--- src/rtl/uart_tx_ctrl_pkg.sv ---
// Shared definitions for the UART transmit controller: FSM state encoding
// and the line multiplexer select codes.
package uart_tx_ctrl_pkg;

    // Frame sequencer states, 3-bit encoding
    typedef enum logic [2:0] {
        ST_IDLE   = 3'd0,
        ST_START  = 3'd1,
        ST_DATA   = 3'd2,
        ST_PARITY = 3'd3,
        ST_STOP   = 3'd4
    } tx_state_t;

    // Line mux select codes: start bit (0), stop/idle (1), serial data, parity
    localparam logic [1:0] MUX_START = 2'b00;
    localparam logic [1:0] MUX_STOP  = 2'b01;
    localparam logic [1:0] MUX_DATA  = 2'b10;
    localparam logic [1:0] MUX_PAR   = 2'b11;

endpackage

--- src/rtl/uart_tx_ctrl_parity.sv ---
// Parity generator for the UART transmitter. Operates on the latched frame
// data and parity type, so its output is stable for the whole frame.
module uart_parity_calc #(
    parameter int DATA_WIDTH = 8
) (
    input  logic [DATA_WIDTH-1:0] data,
    input  logic                  par_typ,
    output logic                  par_bit
);

    // Even parity is the XOR of all data bits; odd parity is its inverse
    assign par_bit = (^data) ^ par_typ;

endmodule

--- src/rtl/uart_tx_ctrl.sv ---
// UART transmit frame controller. Sequences START, DATA, optional PARITY and
// STOP, drives the line mux select and serializer enable, and aborts a frame
// through a watchdog when the serializer never reports completion.
module uart_tx_ctrl
    import uart_tx_ctrl_pkg::*;
#(
    parameter int DATA_WIDTH = 8,
    parameter int WDOG_CYC   = 15
) (
    input  logic                  clk,
    input  logic                  rst,
    input  logic                  Data_Valid,
    input  logic [DATA_WIDTH-1:0] P_Data,
    input  logic                  PAR_EN,
    input  logic                  PAR_TYP,
    input  logic                  Ser_Done,
    output logic                  Ser_En,
    output logic [1:0]            Mux_Sel,
    output logic                  Par_Bit,
    output logic                  busy,
    output logic                  Frame_Err
);

    localparam int WDOG_W = $clog2(WDOG_CYC + 1);

    localparam logic [WDOG_W-1:0] WDOG_MAX  = WDOG_W'(WDOG_CYC);
    localparam logic [WDOG_W-1:0] WDOG_LAST = WDOG_W'(WDOG_CYC - 1);

    tx_state_t             state_reg;
    tx_state_t             state_next;
    logic [DATA_WIDTH-1:0] data_reg;
    logic                  par_en_reg;
    logic                  par_typ_reg;
    logic [WDOG_W-1:0]     wdog_reg;
    logic                  frame_err_reg;
    logic                  frame_err_next;
    logic                  wdog_expire;

    // The current DATA cycle is the last one the watchdog allows
    assign wdog_expire = (wdog_reg == WDOG_LAST);

    // State register and registered abort pulse
    always_ff @(posedge clk or negedge rst) begin
        if (!rst) begin
            state_reg     <= ST_IDLE;
            frame_err_reg <= 1'b0;
        end else begin
            state_reg     <= state_next;
            frame_err_reg <= frame_err_next;
        end
    end

    // Capture the byte and its parity configuration when a frame is accepted
    always_ff @(posedge clk or negedge rst) begin
        if (!rst) begin
            data_reg    <= '0;
            par_en_reg  <= 1'b0;
            par_typ_reg <= 1'b0;
        end else if (state_reg == ST_IDLE && Data_Valid) begin
            data_reg    <= P_Data;
            par_en_reg  <= PAR_EN;
            par_typ_reg <= PAR_TYP;
        end
    end

    // Watchdog: cleared while entering DATA, counts DATA cycles, saturates
    always_ff @(posedge clk or negedge rst) begin
        if (!rst) begin
            wdog_reg <= '0;
        end else if (state_reg == ST_START) begin
            wdog_reg <= '0;
        end else if (state_reg == ST_DATA && wdog_reg != WDOG_MAX) begin
            wdog_reg <= wdog_reg + WDOG_W'(1);
        end
    end

    // Next-state logic and Moore output decode
    always_comb begin
        state_next     = state_reg;
        frame_err_next = 1'b0;
        Mux_Sel        = MUX_STOP;
        Ser_En         = 1'b0;
        busy           = 1'b0;
        case (state_reg)
            ST_IDLE: begin
                if (Data_Valid) begin
                    state_next = ST_START;
                end
            end
            ST_START: begin
                Mux_Sel    = MUX_START;
                Ser_En     = 1'b1;
                busy       = 1'b1;
                state_next = ST_DATA;
            end
            ST_DATA: begin
                Mux_Sel = MUX_DATA;
                Ser_En  = 1'b1;
                busy    = 1'b1;
                // Completion takes priority over a simultaneous watchdog expiry
                if (Ser_Done) begin
                    state_next = par_en_reg ? ST_PARITY : ST_STOP;
                end else if (wdog_expire) begin
                    state_next     = ST_IDLE;
                    frame_err_next = 1'b1;
                end
            end
            ST_PARITY: begin
                Mux_Sel    = MUX_PAR;
                busy       = 1'b1;
                state_next = ST_STOP;
            end
            ST_STOP: begin
                Mux_Sel    = MUX_STOP;
                busy       = 1'b1;
                state_next = ST_IDLE;
            end
            default: begin
                state_next = ST_IDLE;
            end
        endcase
    end

    assign Frame_Err = frame_err_reg;

    uart_parity_calc #(
        .DATA_WIDTH(DATA_WIDTH)
    ) u_parity (
        .data    (data_reg),
        .par_typ (par_typ_reg),
        .par_bit (Par_Bit)
    );

endmodule

--- config.mk ---
export PLATFORM = sky130hd
export DESIGN_NAME = uart_tx_ctrl
export DESIGN_NICKNAME = d
export VERILOG_FILES = /design/src/rtl/uart_tx_ctrl_pkg.sv /design/src/rtl/uart_tx_ctrl_parity.sv /design/src/rtl/uart_tx_ctrl.sv
export SDC_FILE = /design/constraint.sdc
export NUM_CORES = 1
export LEC_CHECK = 0
export ABC_AREA = 1
export CAP_MARGIN = 20
export CORE_MARGIN = 2
export CORE_UTILIZATION = 42
export CTS_CLUSTER_DIAMETER = 40
export DETAILED_ROUTE_END_ITERATION = 10
export HOLD_SLACK_MARGIN = 0.02
export PLACE_DENSITY = 0.78
export SLEW_MARGIN = 20
export SYNTH_ARGS = -nofsm -noshare
export SYNTH_HDL_FRONTEND = slang
export SYNTH_SLANG_ARGS = --single-unit
--- constraint.sdc ---
create_clock -name clk -period 2.15 [get_ports clk]
set_input_delay 0.645 -clock clk [delete_from_list [all_inputs] [get_ports clk]]
set_output_delay 0.645 -clock clk [all_outputs]
set_load 0.01 [all_outputs]
-- Word-level counts from Yosys, hierarchy flattened
Cells that the tools add are included.
- logic and storage cells: 37
- memory bits (read-only): 0
- latch bits: 0
- output and inout port bits: 6
- memories kept: 0
- bits in writable memories: 0
- bits of input ports: 14
- bits in registers: 18
- mux-type cells: 13
- divide/modulo/power cells: 0
- magnitude comparators: 0
- add/sub/neg operators: 1
- bitwise logic cells: 1
- reductions and logical operators: 8
- equality and inequality tests: 8
- multipliers: 0
- shift operators: 0
- operators by type and width (kind ; number):
    3-bit 2-to-1 mux ; 4
    3-bit case mux with 4 select lines ; 1
    4-bit 2-to-1 mux ; 2
    8-bit XOR reduction ; 1
    3-bit by 2-bit == test with 1-bit output (second input constant) ; 2
    2-bit case mux with 3 select lines ; 1
    1-bit 2-to-1 mux ; 5
    4-bit by 1-bit adder with 4-bit output (second input constant) ; 1
    4-bit == test (second input constant) ; 1
    4-bit != test (second input constant) ; 1
    4-bit OR reduction ; 1
    3-bit by 1-bit == test with 1-bit output (second input constant) ; 1
    3-bit == test (second input constant) ; 1
    3-bit zero test ; 1
    3-bit != test (second input constant) ; 1
    1-bit logical AND ; 2
    2-bit != test (second input constant) ; 1
    2-bit AND reduction ; 1
    2-bit nonzero test ; 1
    2-bit OR reduction ; 1
    1-bit XOR ; 1

-- Longest topological paths before layout
- depth after elaboration: 4
- mapped depth: 9
- depth with buffers taken out: 9

-- By module
A second synthesis with hierarchy kept.
- cell total of the unflattened synthesis: 145
- area total of the unflattened synthesis: 1038.5 um^2
- modules (own cells, without submodules) (module ; instances ; area an instance (um^2) ; cells each):
    uart_tx_ctrl ; 1 ; 874.6 ; 107
    uart_parity_calc ; 1 ; 163.9 ; 38

-- Least setup slack after synthesis
Ideal clock, no wire load.
- path type: register to output
- from: register state_reg[0]
- to: output Ser_En
- path slack: 0.525 ns
- data arrival time: 0.980 ns
- cell stages (with the launch flop): 5
- required time: 1.505 ns
- path through: dfrtp_1 > nand3_1 > inv_1 > nor2_1 > inv_1
- longest elaborated chain between the ends: 3
- RTL lines (what ; line ; RTL):
    start, declared ; uart_tx_ctrl.sv:29 ; tx_state_t state_reg;
    start signal, assigned ; uart_tx_ctrl.sv:48 ; state_reg <= state_next;
    3-bit by 1-bit == test with 1-bit output / 3-bit by 2-bit == test with 1-bit output (equally long branches) ; uart_tx_ctrl.sv:84 ; case (state_reg)
    2-bit OR reduction (no line) * ; - ;
    1-bit 2-to-1 mux * ; uart_tx_ctrl.sv:84 ;
    end, declared ; uart_tx_ctrl.sv:17 ; output logic Ser_En,
Mark *: on every way between the ends. The rest lies on a longest branch, timed or not.

-- Final worst setup path
- from: register state_reg[1]
- to: output busy
- longest elaborated chain between the ends: 3
- RTL lines (what ; line ; RTL):
    3-bit by 1-bit == test with 1-bit output, or another cell as far along ; uart_tx_ctrl.sv:84 ;
    4-bit OR reduction (no line) * ; - ;
    1-bit 2-to-1 mux * ; uart_tx_ctrl.sv:84 ;
    end, declared ; uart_tx_ctrl.sv:20 ; output logic busy,
Marks and branches as above.

==> flow_metrics.tcl <==
set metrics [dict create \
    drc 0 \
    crit_path_arrival_time_ps 1360 \
    internal_power_mw 0.9919 \
    place.detailed.hpwl_mm 1.416 \
    setup_viol_count_final 0 \
    synth.ff_latch_count 18 \
    globalRouteTotalUtil_pct 16.23 \
    power.ir.vdd_worst_mv 0.7502 \
    io_buffers 19 \
    pwr-share-seq_pct 33.4 \
    yosys.cell_types.count 21 \
    cts-root-to-sink-buffers 2 \
    seq_area_um2 451.7 \
    synth.avg_cell_area_um2 7.901 \
    overflow_left_after_global_routing 0 \
    period_minus_slack_ps 2008 \
    synth.yosys.seq_area_share_pct 44.89 \
    via_count 837 \
    relSlewSlack_pct 83.75 \
    layout-drive-gt1-share_pct 20.92 \
    drt_wl_total_mm 1.841 \
    wire_per_inst_um 10.17 \
    die_height_um 52.88 \
    cellPowerDensity_mw_per_mm2 1381 \
    post-place-cells 175 \
    cts_tree "yes" \
    layoutNonFillerInstCount 181 \
    drtIter0Drc 5 \
    worst-setup-path-type "flip-flop to output pin" \
    worstHoldPathType "flip-flop to flip-flop" \
    setup_skew_after_layout_ps 2.460 \
    cp_slowest_cell "dfrtp_1" \
    drv_slew 0 \
    outcome "complete, no violations" \
    fill_cells 203 \
    critical_path_cell_by_cell "buf_4, nor2_2, nand2_1, nand3_1, dlygate4sd2_1" \
    required_ps 1500 \
    grt_first_pass_wirelength_mm 3.305 \
    synthesis.instances 127 \
    share_clk_of_total_power_pct 11.5 \
    power.total_mw 1.768 \
    htree_num_levels 1 \
    power_switching_share_pct 43.91 \
    largest_reg_flops 8 \
    switchingPower_mw 0.7763 \
    endpoint_kind "output pin" \
    timing.critical_path.from_type "flip-flop" \
    p_leak_nw 0.6743 \
    first_global_vias 833 \
    first_pass_iters 3 \
    synth_nets 143 \
    crit_path_max_fanout 3 \
    multiInputGateArea_um2 465.4 \
    yosys_warnings 0 \
    cts-buffers-inserted 3 \
    floorplan.rows 17 \
    synthesis.area_mm2 0.001003 \
    drt-vias-per-instance 4.624 \
    grt_setup_unrepaired "no" \
    initial_antenna_violation_count 0 \
    antenna_cells_inserted 0 \
    die_x_um 52.88 \
    clock_insertion_delay_worst_skew_ps 280 \
    layout-area-overhead-vs-synth_pct 27.56 \
    max_clock_freq_mhz 498.0 \
    comb_power_share_pct 55.0 \
    worst_setup_hold_path_clk_slew_ps 100 \
    fp.dieArea_mm2 0.002796 \
    drv_cap 0 \
    fin_crit_sh_pct 93.40 \
    clock_tree.root_cell "clkbuf_4" \
    holdBufCountCts 0 \
    worst_path_largest_cell_delay_ps 420 \
    clock_sinks 18 \
    hold_viol 0 \
    pin_count_of_the_biggest_net_entering_global_routing 19 \
    fin_setup_tns_ps 0 \
    initial_utilization_pct 44.93 \
    gpl.final_weighted_congestion 0.7773 \
    drt.antenna.violating_nets 0 \
    post-route-util_pct 57.31 \
    fin_nets 170 \
    core-area_mm2 0.002233 \
    tightestPinTransition_ps 243.5 \
    io_pins 20 \
]
## cell usage after synthesis (all sizes together)
| cell type | count | share of area [%] |
|---|---|---|
| o21ai | 3 | 1.5 |
| o21a | 1 | 0.75 |
| xnor2 | 2 | 1.7 |
| buf | 1 | 1.5 |
| nor3 | 2 | 1.5 |
| o21bai | 1 | 0.75 |
| nand2 | 39 | 16 |
| ha | 2 | 2.5 |
| a21oi | 8 | 7.0 |
| inv | 20 | 7.7 |
| nor2 | 17 | 7.4 |
| o31ai | 1 | 0.75 |
| nand3 | 12 | 6.0 |
| dfrtp | 18 | 45 |
## through the flow
stage	instance area, µm²	setup WS, ps	hold WS (ps)
2_1_floorplan	1003	524.6	349.4
3_3_place_gp	1229	131.0	477.8
3_5_place_dp	1229	50.72	481.3
4_1_cts	1282	16.81	507.4
5_1_grt	1280	13.67	557.9
6_report	1280	141.8	502.9
## cell usage in the layout, fill, tap and decap left out
cell type and n:
clkbuf_8 1, dfrtp_1 17, xnor2_1 2, dlygate4sd2_1 3, nor2_1 15, dfrtp_2 1
inv_1 14, nand2_4 1, dlymetal6s2s_1 1, a21oi_2 8, nand3_2 1, nor3_2 1
nor2_2 1, nand2_2 3, inv_4 1, clkbuf_2 1, buf_4 4, nand3_1 11
o31ai_1 1, o21bai_1 1, inv_2 5, nand2_1 35, clkdlybuf4s50_1 14, o21ai_0 3
nor3_1 1, nor2_4 1, clkbuf_4 3, ha_1 2, o21a_1 1
## kinds of logic (layout without fill, tap and decap cells)
family                     count (synthesis)  count (layout)  synth area share (%)
and+or+nand+nor                           70              70                 30.92
buffers and inverters                     21              47                 9.227
xor gates and xnor gates                   2               2                 1.746
AOI/OAI and AO/OA                         14              14                 10.72
DFF                                       18              18                 44.89
adders and majority gates                  2               2                 2.493
## final timing paths
path / start / endpoint / slack, ps / cells after the start
max in group asynchronous: rst / state_reg[0] / 1250 / 2
worst min-delay path: data_reg[3] / data_reg[3] / 500 / 2
min in group asynchronous: rst / wdog_reg[3] / 690 / 2
worst max register to register: state_reg[1] / data_reg[4] / 840 / 7
worst max-delay path: state_reg[1] / busy / 140 / 5
worst min register to register: data_reg[3] / data_reg[3] / 500 / 2
## area by class of cell
| type | count | share of cell area [%] |
|---|---|---|
| multi-input cells | 88 | 36.36 |
| well taps | 28 | 2.737 |
| clock buffers | 4 | 2.835 |
| flip-flops and latches | 18 | 35.29 |
| inverters | 20 | 6.061 |
| repair buffers | 23 | 16.72 |
## metal layers
| metal | vias to the layer above | wire, µm | global-route usage (%) | share of wire, % |
|---|---|---|---|---|
| li1 | 445 | - | - | - |
| met1 | 375 | 831 | 18.77 | 45 |
| met2 | 15 | 890 | 29.38 | 48 |
| met3 | 2 | 99 | 2.825 | 5.4 |
| met4 | 0 | 20 | 6.410 | 1.1 |
| met5 | - | 0 | 0 | 0 |
## power by group through the flow
stage                     sequential [mW]  clock [mW]  combinational, mW
after floorplan                     0.572           0              0.711
after global placement              0.587           0              0.983
after detailed placement            0.592           0               1.02
after CTS                           0.588       0.212               1.00
after global routing                0.616       0.226               1.11
final                               0.591       0.204              0.973
## critical path: cells and delay by family (launching register included)
kind,cells,cell delay (ps)
buf+inv,2,420
flops,1,420
simple gates,3,250
## repair_timing
action                     CTS  global route
gates resized for setup      8             4
setup endpoints to repair    4             2
pin swaps                    1             0
setup buffers                2             0
Power figures use the tool's default switching activity.
